### config.mk
export PLATFORM = sky130hd
export DESIGN_NAME = sample_deframer_flat
export DESIGN_NICKNAME = d
export VERILOG_FILES = /design/src/rtl/sample_deframer_if.sv /design/src/rtl/sample_deframer.sv /design/src/flat_wrapper.sv
export SDC_FILE = /design/constraint.sdc
export NUM_CORES = 1
export LEC_CHECK = 0
export CORE_UTILIZATION = 49
export CTS_CLUSTER_SIZE = 25
export DETAILED_ROUTE_END_ITERATION = 10
export PLACE_DENSITY = 0.74
export RECOVER_POWER = 100
export SKIP_CTS_REPAIR_TIMING = 1
export SYNTH_ARGS = -nofsm -noshare
export SYNTH_HDL_FRONTEND = slang
export SYNTH_SLANG_ARGS = --single-unit
### constraint.sdc
create_clock -name clk -period 2.2 [get_ports clk]
set_clock_uncertainty 0.15 [all_clocks]
set_input_delay 0.66 -clock clk [delete_from_list [all_inputs] [get_ports clk]]
set_output_delay 0.66 -clock clk [all_outputs]
set_load 0.005 [all_outputs]
### src/rtl/sample_deframer_if.sv
// Handshake bundle for sample_deframer: FT245 byte input on one side,
// channel-tagged sample output on the other.
interface sample_deframer_if #(
  parameter int SAMPLE_WIDTH = 16,
  parameter int CW           = 2
) ();
  logic [7:0]              rx_data_si;
  logic                    rx_valid_si;
  logic                    rx_ready_si;
  logic [SAMPLE_WIDTH-1:0] sample_o;
  logic [CW-1:0]           chan_o;
  logic                    sample_valid_o;
  logic                    sample_ready_i;

  modport slave (
    input  rx_data_si, rx_valid_si, sample_ready_i,
    output rx_ready_si, sample_o, chan_o, sample_valid_o
  );

  modport master (
    output rx_data_si, rx_valid_si, sample_ready_i,
    input  rx_ready_si, sample_o, chan_o, sample_valid_o
  );
endinterface

### src/rtl/sample_deframer.sv
// Host byte-stream deframer: sync/header/length/payload/checksum parsing,
// little-endian sample assembly with channel tags, status pulses and counters.
module sample_deframer #(
  parameter int         SAMPLE_WIDTH = 16,
  parameter int         NUM_CHANNELS = 4,
  parameter logic [7:0] SYNC_BYTE    = 8'hA5,
  parameter int         TIMEOUT_CLKS = 1024
) (
  input  logic                  clk,
  input  logic                  rst,
  sample_deframer_if.slave      bus,
  output logic                  busy_o,
  output logic                  frame_done_o,
  output logic                  crc_err_o,
  output logic                  chan_err_o,
  output logic                  timeout_o,
  output logic [15:0]           frame_count_o,
  output logic [15:0]           err_count_o
);
  localparam int CW = (NUM_CHANNELS > 1) ? $clog2(NUM_CHANNELS) : 1;
  localparam int SB = SAMPLE_WIDTH / 8;
  localparam int TW = $clog2(TIMEOUT_CLKS + 1);

  typedef enum logic [2:0] {HUNT, HEADER, LENGTH, PAYLOAD, CHECK} state_e;

  state_e                  state_q, state_d;
  logic [CW-1:0]           chan_q, chan_d;
  logic                    drop_q, drop_d;
  logic [8:0]              rem_q, rem_d;
  logic [1:0]              bcnt_q, bcnt_d;
  logic [SAMPLE_WIDTH-1:0] shift_q, shift_d;
  logic [7:0]              csum_q, csum_d;
  logic [TW-1:0]           tmo_q, tmo_d;
  logic [SAMPLE_WIDTH-1:0] sample_q, sample_d;
  logic [CW-1:0]           schan_q, schan_d;
  logic                    svalid_q, svalid_d;
  logic                    frame_done_q, frame_done_d;
  logic                    crc_err_q, crc_err_d;
  logic                    chan_err_q, chan_err_d;
  logic                    timeout_q, timeout_d;
  logic [15:0]             frame_cnt_q, frame_cnt_d;
  logic [15:0]             err_cnt_q, err_cnt_d;

  logic                    rx_ready_s, accept_s, emit_s, err_inc_s;
  logic [SAMPLE_WIDTH-1:0] shift_next_s;

  assign rx_ready_s   = !svalid_q | bus.sample_ready_i;
  assign accept_s     = bus.rx_valid_si & rx_ready_s;
  // New byte enters at the top so the first byte ends up as the LSB.
  assign shift_next_s = SAMPLE_WIDTH'({bus.rx_data_si, shift_q} >> 8);

  always_comb begin
    state_d      = state_q;
    chan_d       = chan_q;
    drop_d       = drop_q;
    rem_d        = rem_q;
    bcnt_d       = bcnt_q;
    shift_d      = shift_q;
    csum_d       = csum_q;
    tmo_d        = tmo_q;
    sample_d     = sample_q;
    schan_d      = schan_q;
    svalid_d     = svalid_q;
    frame_done_d = 1'b0;
    crc_err_d    = 1'b0;
    chan_err_d   = 1'b0;
    timeout_d    = 1'b0;
    emit_s       = 1'b0;
    err_inc_s    = 1'b0;

    case (state_q)
      HUNT: begin
        if (accept_s && bus.rx_data_si == SYNC_BYTE) begin
          state_d = HEADER;
          csum_d  = 8'h00;
          drop_d  = 1'b0;
          bcnt_d  = 2'd0;
        end
      end
      HEADER: begin
        if (accept_s) begin
          csum_d  = csum_q ^ bus.rx_data_si;
          chan_d  = bus.rx_data_si[CW-1:0];
          state_d = LENGTH;
          if ({1'b0, bus.rx_data_si[3:0]} >= 5'(NUM_CHANNELS)) begin
            drop_d     = 1'b1;
            chan_err_d = 1'b1;
          end
        end
      end
      LENGTH: begin
        if (accept_s) begin
          csum_d  = csum_q ^ bus.rx_data_si;
          rem_d   = (bus.rx_data_si == 8'h00) ? 9'd256 : {1'b0, bus.rx_data_si};
          state_d = PAYLOAD;
        end
      end
      PAYLOAD: begin
        if (accept_s) begin
          csum_d  = csum_q ^ bus.rx_data_si;
          shift_d = shift_next_s;
          if (bcnt_q == 2'(SB - 1)) begin
            bcnt_d = 2'd0;
            emit_s = !drop_q;
            rem_d  = rem_q - 9'd1;
            if (rem_q == 9'd1) begin
              state_d = CHECK;
            end
          end else begin
            bcnt_d = bcnt_q + 2'd1;
          end
        end
      end
      CHECK: begin
        if (accept_s) begin
          state_d = HUNT;
          if (bus.rx_data_si != csum_q) begin
            crc_err_d = 1'b1;
            err_inc_s = 1'b1;
          end else if (drop_q) begin
            err_inc_s = 1'b1;
          end else begin
            frame_done_d = 1'b1;
          end
        end
      end
      default: state_d = HUNT;
    endcase

    // Idle timer only runs inside a frame and freezes under back-pressure.
    if (state_q == HUNT) begin
      tmo_d = '0;
    end else if (accept_s) begin
      tmo_d = '0;
    end else if (rx_ready_s && !bus.rx_valid_si) begin
      if (tmo_q == TW'(TIMEOUT_CLKS - 1)) begin
        timeout_d = 1'b1;
        err_inc_s = 1'b1;
        state_d   = HUNT;
        tmo_d     = '0;
        bcnt_d    = 2'd0;
        shift_d   = '0;
      end else begin
        tmo_d = tmo_q + TW'(1);
      end
    end else begin
      tmo_d = tmo_q;
    end

    if (emit_s) begin
      sample_d = shift_next_s;
      schan_d  = chan_q;
      svalid_d = 1'b1;
    end else if (bus.sample_ready_i) begin
      svalid_d = 1'b0;
    end else begin
      svalid_d = svalid_q;
    end

    frame_cnt_d = (frame_done_d && frame_cnt_q != 16'hFFFF) ? frame_cnt_q + 16'd1 : frame_cnt_q;
    err_cnt_d   = (err_inc_s && err_cnt_q != 16'hFFFF) ? err_cnt_q + 16'd1 : err_cnt_q;
  end

  always_ff @(posedge clk or negedge rst) begin
    if (!rst) begin
      state_q      <= HUNT;
      chan_q       <= '0;
      drop_q       <= 1'b0;
      rem_q        <= 9'd0;
      bcnt_q       <= 2'd0;
      shift_q      <= '0;
      csum_q       <= 8'h00;
      tmo_q        <= '0;
      sample_q     <= '0;
      schan_q      <= '0;
      svalid_q     <= 1'b0;
      frame_done_q <= 1'b0;
      crc_err_q    <= 1'b0;
      chan_err_q   <= 1'b0;
      timeout_q    <= 1'b0;
      frame_cnt_q  <= 16'd0;
      err_cnt_q    <= 16'd0;
    end else begin
      state_q      <= state_d;
      chan_q       <= chan_d;
      drop_q       <= drop_d;
      rem_q        <= rem_d;
      bcnt_q       <= bcnt_d;
      shift_q      <= shift_d;
      csum_q       <= csum_d;
      tmo_q        <= tmo_d;
      sample_q     <= sample_d;
      schan_q      <= schan_d;
      svalid_q     <= svalid_d;
      frame_done_q <= frame_done_d;
      crc_err_q    <= crc_err_d;
      chan_err_q   <= chan_err_d;
      timeout_q    <= timeout_d;
      frame_cnt_q  <= frame_cnt_d;
      err_cnt_q    <= err_cnt_d;
    end
  end

  assign bus.rx_ready_si    = rx_ready_s;
  assign bus.sample_o       = sample_q;
  assign bus.chan_o         = schan_q;
  assign bus.sample_valid_o = svalid_q;
  assign busy_o             = (state_q != HUNT);
  assign frame_done_o       = frame_done_q;
  assign crc_err_o          = crc_err_q;
  assign chan_err_o         = chan_err_q;
  assign timeout_o          = timeout_q;
  assign frame_count_o      = frame_cnt_q;
  assign err_count_o        = err_cnt_q;
endmodule

### src/flat_wrapper.sv
// flat-port wrapper written by rule: the top's interface ports become plain ports
module sample_deframer_flat 
#(
  parameter int         SAMPLE_WIDTH = 16,
  parameter int         NUM_CHANNELS = 4,
  parameter logic [7:0] SYNC_BYTE    = 8'hA5,
  parameter int         TIMEOUT_CLKS = 1024
)
  (clk, rst, busy_o, frame_done_o, crc_err_o, chan_err_o, timeout_o, frame_count_o, err_count_o, bus_rx_data_si, bus_rx_valid_si, bus_sample_ready_i, bus_rx_ready_si, bus_sample_o, bus_chan_o, bus_sample_valid_o);
  sample_deframer_if #(.SAMPLE_WIDTH(SAMPLE_WIDTH), .CW((2))) bus_i ();
  input  logic clk;
  input  logic rst;
  output logic busy_o;
  output logic frame_done_o;
  output logic crc_err_o;
  output logic chan_err_o;
  output logic timeout_o;
  output logic [15:0] frame_count_o;
  output logic [15:0] err_count_o;
  input wire logic [$bits(bus_i.rx_data_si)-1:0] bus_rx_data_si;
  input wire logic [$bits(bus_i.rx_valid_si)-1:0] bus_rx_valid_si;
  input wire logic [$bits(bus_i.sample_ready_i)-1:0] bus_sample_ready_i;
  output wire logic [$bits(bus_i.rx_ready_si)-1:0] bus_rx_ready_si;
  output wire logic [$bits(bus_i.sample_o)-1:0] bus_sample_o;
  output wire logic [$bits(bus_i.chan_o)-1:0] bus_chan_o;
  output wire logic [$bits(bus_i.sample_valid_o)-1:0] bus_sample_valid_o;
  assign bus_i.rx_data_si = bus_rx_data_si;
  assign bus_i.rx_valid_si = bus_rx_valid_si;
  assign bus_i.sample_ready_i = bus_sample_ready_i;
  assign bus_rx_ready_si = bus_i.rx_ready_si;
  assign bus_sample_o = bus_i.sample_o;
  assign bus_chan_o = bus_i.chan_o;
  assign bus_sample_valid_o = bus_i.sample_valid_o;
  sample_deframer #(.SAMPLE_WIDTH(SAMPLE_WIDTH), .NUM_CHANNELS(NUM_CHANNELS), .SYNC_BYTE(SYNC_BYTE), .TIMEOUT_CLKS(TIMEOUT_CLKS)) u_core (.clk(clk), .rst(rst), .bus(bus_i), .busy_o(busy_o), .frame_done_o(frame_done_o), .crc_err_o(crc_err_o), .chan_err_o(chan_err_o), .timeout_o(timeout_o), .frame_count_o(frame_count_o), .err_count_o(err_count_o));
endmodule
# Yosys cells after proc, flatten, opt, wreduce, memory -nomap -nowiden
# Cells that the tools add are included.
totals:
  regBits: 107
  output_inout_bits: 57
  wordCells: 133
op_classes:
  add_sub_neg: 5
  n_lt_le_gt_ge: 1
  n_eq_ne: 18
  n_mux: 69
  n_bitwise: 3
  n_reduce_logical: 20
ops:
  columns: ["cell", "n"]
  rows:
  - ["two-way mux 16 bit", 6]
  - ["two-way mux 11 bit", 4]
  - ["two-way mux 9 bit", 4]
  - ["two-way mux 3 bit", 11]
  - ["adder 16 x 1 -> 16 bit (second input constant)", 2]
  - ["!= test 16 bit (second input constant)", 2]
  - ["two-way mux 1 bit", 30]
  - ["case mux 9 bit (2 select lines)", 1]
  - ["two-way mux 8 bit", 2]
  - ["case mux 8 bit (2 select lines)", 1]
  - ["case mux 3 bit (5 select lines)", 1]
  - ["two-way mux 2 bit", 7]
  - ["!= test 2 x 1 -> 1 bit (second input constant)", 7]
  - ["adder 11 x 1 -> 11 bit (second input constant)", 1]
  - ["== test 11 x 10 -> 1 bit (second input constant)", 1]
  - ["== test 9 x 1 -> 1 bit (second input constant)", 1]
  - ["subtractor 9 x 1 -> 9 bit (second input constant)", 1]
  - ["== test 8 bit (second input constant)", 1]
  - ["logical NOT 8 bit", 1]
  - ["!= test 8 bit", 1]
  - ["AND reduction 4 bit", 2]
  - ["nonzero test 2 bit", 4]
  - ["XOR 8 bit", 1]
  - ["== test 3 x 2 -> 1 bit (second input constant)", 2]
  - ["other kinds (16)", 22]

# Depth between registers and ports, before layout
depth:
  depth_word: 10
  mapped_depth: 8

# Least setup slack after synthesis
# No wires, ideal clock.
synth_timing:
  path_type: "input port to flip-flop"
  start: "input port bus_rx_data_si[2]"
  end: "register u_core.err_cnt_q[1] (netlist: u_core.err_count_o[1])"
  setup_ns: 0.125
  arrival_time_ns: 2.233
  t_required_ns: 1.925
  setup_slack_ns: -0.308
  stages: 6
  path_cell_list: "clkbuf_1 > xor2_1 > nor4_1 > a31oi_1 > o21ai_0 > mux2_2"
synth_between:
  elab_chain_len: 9
synth_rtl:
  columns: ["element", "line_no", "rtl"]
  rows:
  - ["from (decl)", "flat_wrapper.sv:20", "input wire logic [$bits(bus_i.rx_data_si)-1:0] bus_rx_data_si;"]
  - ["!= test 8 bit (*)", "sample_deframer.sv:117", "if (bus.rx_data_si != csum_q) begin"]
  - ["two-way mux 1 bit (*)", "sample_deframer.sv:117", null]
  - ["two-way mux 1 bit (*)", "sample_deframer.sv:115", "if (accept_s) begin"]
  - ["two-way mux 1 bit (*)", "sample_deframer.sv:71", "case (state_q)"]
  - ["two-way mux 1 bit", "sample_deframer.sv:136", "if (tmo_q == TW'(TIMEOUT_CLKS - 1)) begin"]
  - ["two-way mux 1 bit", "sample_deframer.sv:135", "end else if (rx_ready_s && !bus.rx_valid_si) begin"]
  - ["two-way mux 1 bit", "sample_deframer.sv:133", "end else if (accept_s) begin"]
  - ["two-way mux 1 bit (*)", "sample_deframer.sv:131", "if (state_q == HUNT) begin"]
  - ["logical AND 1 bit (*)", "sample_deframer.sv:161", "err_cnt_d = (err_inc_s && err_cnt_q != 16'hFFFF) ? err_cnt_q + 16'd1 : err_cnt_q;"]
  - ["to (signal assigned)", "sample_deframer.sv:200", "err_cnt_q <= err_cnt_d;"]
  - ["to (decl)", "sample_deframer.sv:42", "logic [15:0] err_cnt_q, err_cnt_d;"]
# Mark *: on every way between the ends. The rest lies on a longest branch, timed or not.
# A chain may end at the register's enable or synchronous reset.

# Worst setup path in the final report
layout_timing:
  start: "register u_core.csum_q[7]"
  end: "register u_core.frame_cnt_q[14] (netlist: u_core.frame_count_o[14])"
layout_between:
  elab_chain_len: 5
layout_rtl:
  columns: ["element", "line_no", "rtl"]
  rows:
  - ["from (decl)", "sample_deframer.sv:32", "logic [7:0] csum_q, csum_d;"]
  - ["from (signal assigned)", "sample_deframer.sv:190", "csum_q <= csum_d;"]
  - ["!= test 8 bit", "sample_deframer.sv:117", null]
  - ["two-way mux 1 bit", "sample_deframer.sv:117", null]
  - ["two-way mux 1 bit", "sample_deframer.sv:115", null]
  - ["two-way mux 1 bit", "sample_deframer.sv:71", null]
  - ["logical AND 1 bit", "sample_deframer.sv:160", "frame_cnt_d = (frame_done_d && frame_cnt_q != 16'hFFFF) ? frame_cnt_q + 16'd1 : frame_cnt_q;"]
  - ["to (signal assigned)", "sample_deframer.sv:199", "frame_cnt_q <= frame_cnt_d;"]
  - ["to (decl)", "sample_deframer.sv:41", "logic [15:0] frame_cnt_q, frame_cnt_d;"]
# No other way between the ends.

==> impl_metrics.ini <==
[logic_synthesis]
synth_largest_area_cell = dfrtp_1
synth_top_area_share_pct = 51.0
avgSynthCellArea_um2 = 10.1
synth_seq_cells = 99
async_flop_share_pct = 100
yosysWarningCount = 0
syn_area_um2 = 4860
synth.distinct_cells = 51
ys_seq_area_share_pct = 51.0
yosys-top-cells-area = dfrtp_1 51%, mux2_2 5.6%, xnor2_1 5.0%
synth_edf_count = 0
ys.flop_type = dfrtp_1
syn_inst = 482
synthTopCellsByCount = 99 x dfrtp_1, 40 x nand2_1, 39 x o21ai_0, 33 x nor2_1
syn_nets = 499
synth.most_common_cell = dfrtp_1

[finish]
syn_to_final_growth_pct = 33.8
diodes = 0
final_util_pct = 69.1
fin_nets = 611
layout-drive-gt1-share_pct = 22.2

[setup_path]
reg2reg_from = u_core.csum_q[7]$_DFFE_PN0P_
end_kind = register
rr_worst_depth = 7
start_kind = register
worstPathMaxFanout = 7
r2r_setup_slack_ns = -0.02
arrival_ns = 2.34
worst_ep_required_time_ns = 2.31
r2r_end = u_core.frame_count_o[14]$_DFFE_PN0P_
critical_path_class = reg -> reg

[global_route]
grt.overflow.total = 0
grt_util_all_layers_pct = 23.3
antenna_found_initial = 0
grt_pass1_wl_um = 18700
grt_max_degree = 39
grt_pass1_vias = 3930

[clock_tree]
cts_tree = done
htree_levels = 3
clk_pin_slew_worst_paths_ns = 0.11
ctsRootBufferMaster = clkbuf_8
clk_latency_ns = 0.37
cts_buffer_depth = 2
cts_made_buffers = 9
clock_sinks = 99

[timing]
setup_ws_ns = -0.0208
period_minus_slack_ns = 2.22
relSlewSlack_pct = 56.2
max_freq_ghz = 0.450
period_share_pct = 101
finalSetupViolCount = 3
hold_viol_final = 0
tightest_slew_ns = 0.658
drv_slew = 0
grt_setup_unrepaired = true

[floorplanning]
die_area_um2 = 10300
start_util_pct = 51.6
core_um2 = 9420
io_pins = 69
row_count = 35
die_w_um = 102
die_y_um = 102

[route]
avgViaCountPerCell = 5.57
via_count = 4055
drtIter0Drc = 155
wl_per_cell_um = 15.6
detail-route-antenna-nets = 0
wl_um = 11400
drc_errors = 0
first_pass_iters = 4

[hold_path]
min_to = u_core.drop_q$_DFFE_PN0P_
hold_path_depth = 1
hp-class = reg -> reg
min_from = u_core.drop_q$_DFFE_PN0P_

[power_and_ir_drop]
max-vdd-ir-drop_mv = 0.622
p_per_area_nw_per_um2 = 826
p_leak_nw = 2.85

[placement]
place.gp.congestion = 0.860
portBuffers = 68
post-place-ws_ns = -0.674
dpl.hpwl_um = 7970

[status]
outcome = finished, violations left
violations = negative setup slack

[run]
drv_cap = 0
==> worst max-delay path, cell delays in order (launching register included) <==
cell and delay, ns:
dfrtp_1 0.42, xor2_1 0.18, nor4_2 0.36, buf_4 0.20, and4b_2 0.30, buf_12 0.14
nand4_1 0.10, mux2_2 0.29
==> state kept, by name, indices dropped and copies added (netlist names), 3 cells and up <==
signal,count
u_core.bus.sample_o,16
u_core.csum_q,8
u_core.err_count_o,16
u_core.frame_count_o,16
u_core.rem_q,9
u_core.shift_q,8
u_core.state_q,3
u_core.tmo_q,11
==> layer usage <==
layer | vias up | track usage (%) | part of all wire (%)
met5 | - | 0 | 0
met4 | 0 | 8.70 | 1.8
met3 | 15 | 3.38 | 4.6
met2 | 115 | 39.7 | 50
met1 | 1977 | 30.3 | 43
li1 | 1948 | - | -
==> how the worst max path moves through the flow <==
| stage | slack [ns] | depth (start not counted) | startpoint | endpoint |
|---|---|---|---|---|
| after CTS | -0.46 | 4 | bus_sample_ready_i | bus_rx_ready_si |
| after detailed placement | -0.67 | 8 | bus_rx_data_si[4] | u_core.frame_count_o[14]$_DFFE_PN0P_ |
| after global placement | -0.64 | 8 | bus_rx_data_si[6] | u_core.frame_count_o[14]$_DFFE_PN0P_ |
| after floorplan | -0.11 | 7 | bus_rx_data_si[4] | u_core.frame_count_o[14]$_DFFE_PN0P_ |
| final | -0.02 | 7 | u_core.csum_q[7]$_DFFE_PN0P_ | u_core.frame_count_o[14]$_DFFE_PN0P_ |
| after global routing | -0.10 | 8 | u_core.csum_q[7]$_DFFE_PN0P_ | u_core.frame_count_o[8]$_DFFE_PN0P_ |
==> layout by cell type (no fill, tap or decap), types with 8 or more instances in the layout <==
| cell type | netlist | layout |
|---|---|---|
| a21oi_1 | 20 | 20 |
| and2_1 | 10 | 10 |
| and3_1 | 12 | 12 |
| buf_4 | 2 | 46 |
| clkbuf_8 | 0 | 9 |
| clkdlybuf4s50_1 | 0 | 55 |
| dfrtp_1 | 99 | 93 |
| dlymetal6s2s_1 | 0 | 12 |
| mux2_2 | 24 | 24 |
| nand2_1 | 40 | 38 |
| nand3_1 | 28 | 25 |
| nand4_1 | 15 | 15 |
| nor2_1 | 33 | 32 |
| o211ai_1 | 8 | 8 |
| o21ai_0 | 39 | 33 |
| xnor2_1 | 28 | 28 |
| xor2_1 | 10 | 10 |
==> cells by family after synthesis <==
kind of cell | synth area share [%]
AOI/OAI and AO/OA | 11.7
xor gates and xnor gates | 6.85
adders and majority gates | 1.29
buffers and inverters | 3.09
DFF | 51.0
muxes | 5.79
and+or+nand+nor | 20.3
==> report_power, final <==
group	internal [W]	switching, W	total, W
Sequential	0.00223	0.000306	0.00254
Combinational	0.000859	0.000718	0.00158
Clock	0.000555	0.000704	0.00126
==> per-stage QoR <==
stage                     area, um^2  instances  total power, W  hold slack [ns]  setup TNS (ns)
after CTS                       6240        712         0.00534          -0.0543           -9.06
after floorplan                 4970        482         0.00334            0.214           -1.35
after global routing            6500        728         0.00571            0.370          -0.927
after detailed placement        6020        696         0.00407            0.317          -42.36
final                           6500        728         0.00537            0.339         -0.0451
after global placement          6020        696         0.00400            0.312          -38.42
==> layout make-up <==
cell class	instances	area [um^2]
Fill cell	708	2910
Tap cell	129	161
Timing Repair Buffer	129	1260
Inverter	8	31.3
Clock buffer	9	124
Multi-Input combinational cell	347	2350
Sequential cell	99	2480
Clock inverter	7	90.1
No activity file was read; power rests on OpenSTA's default activity.
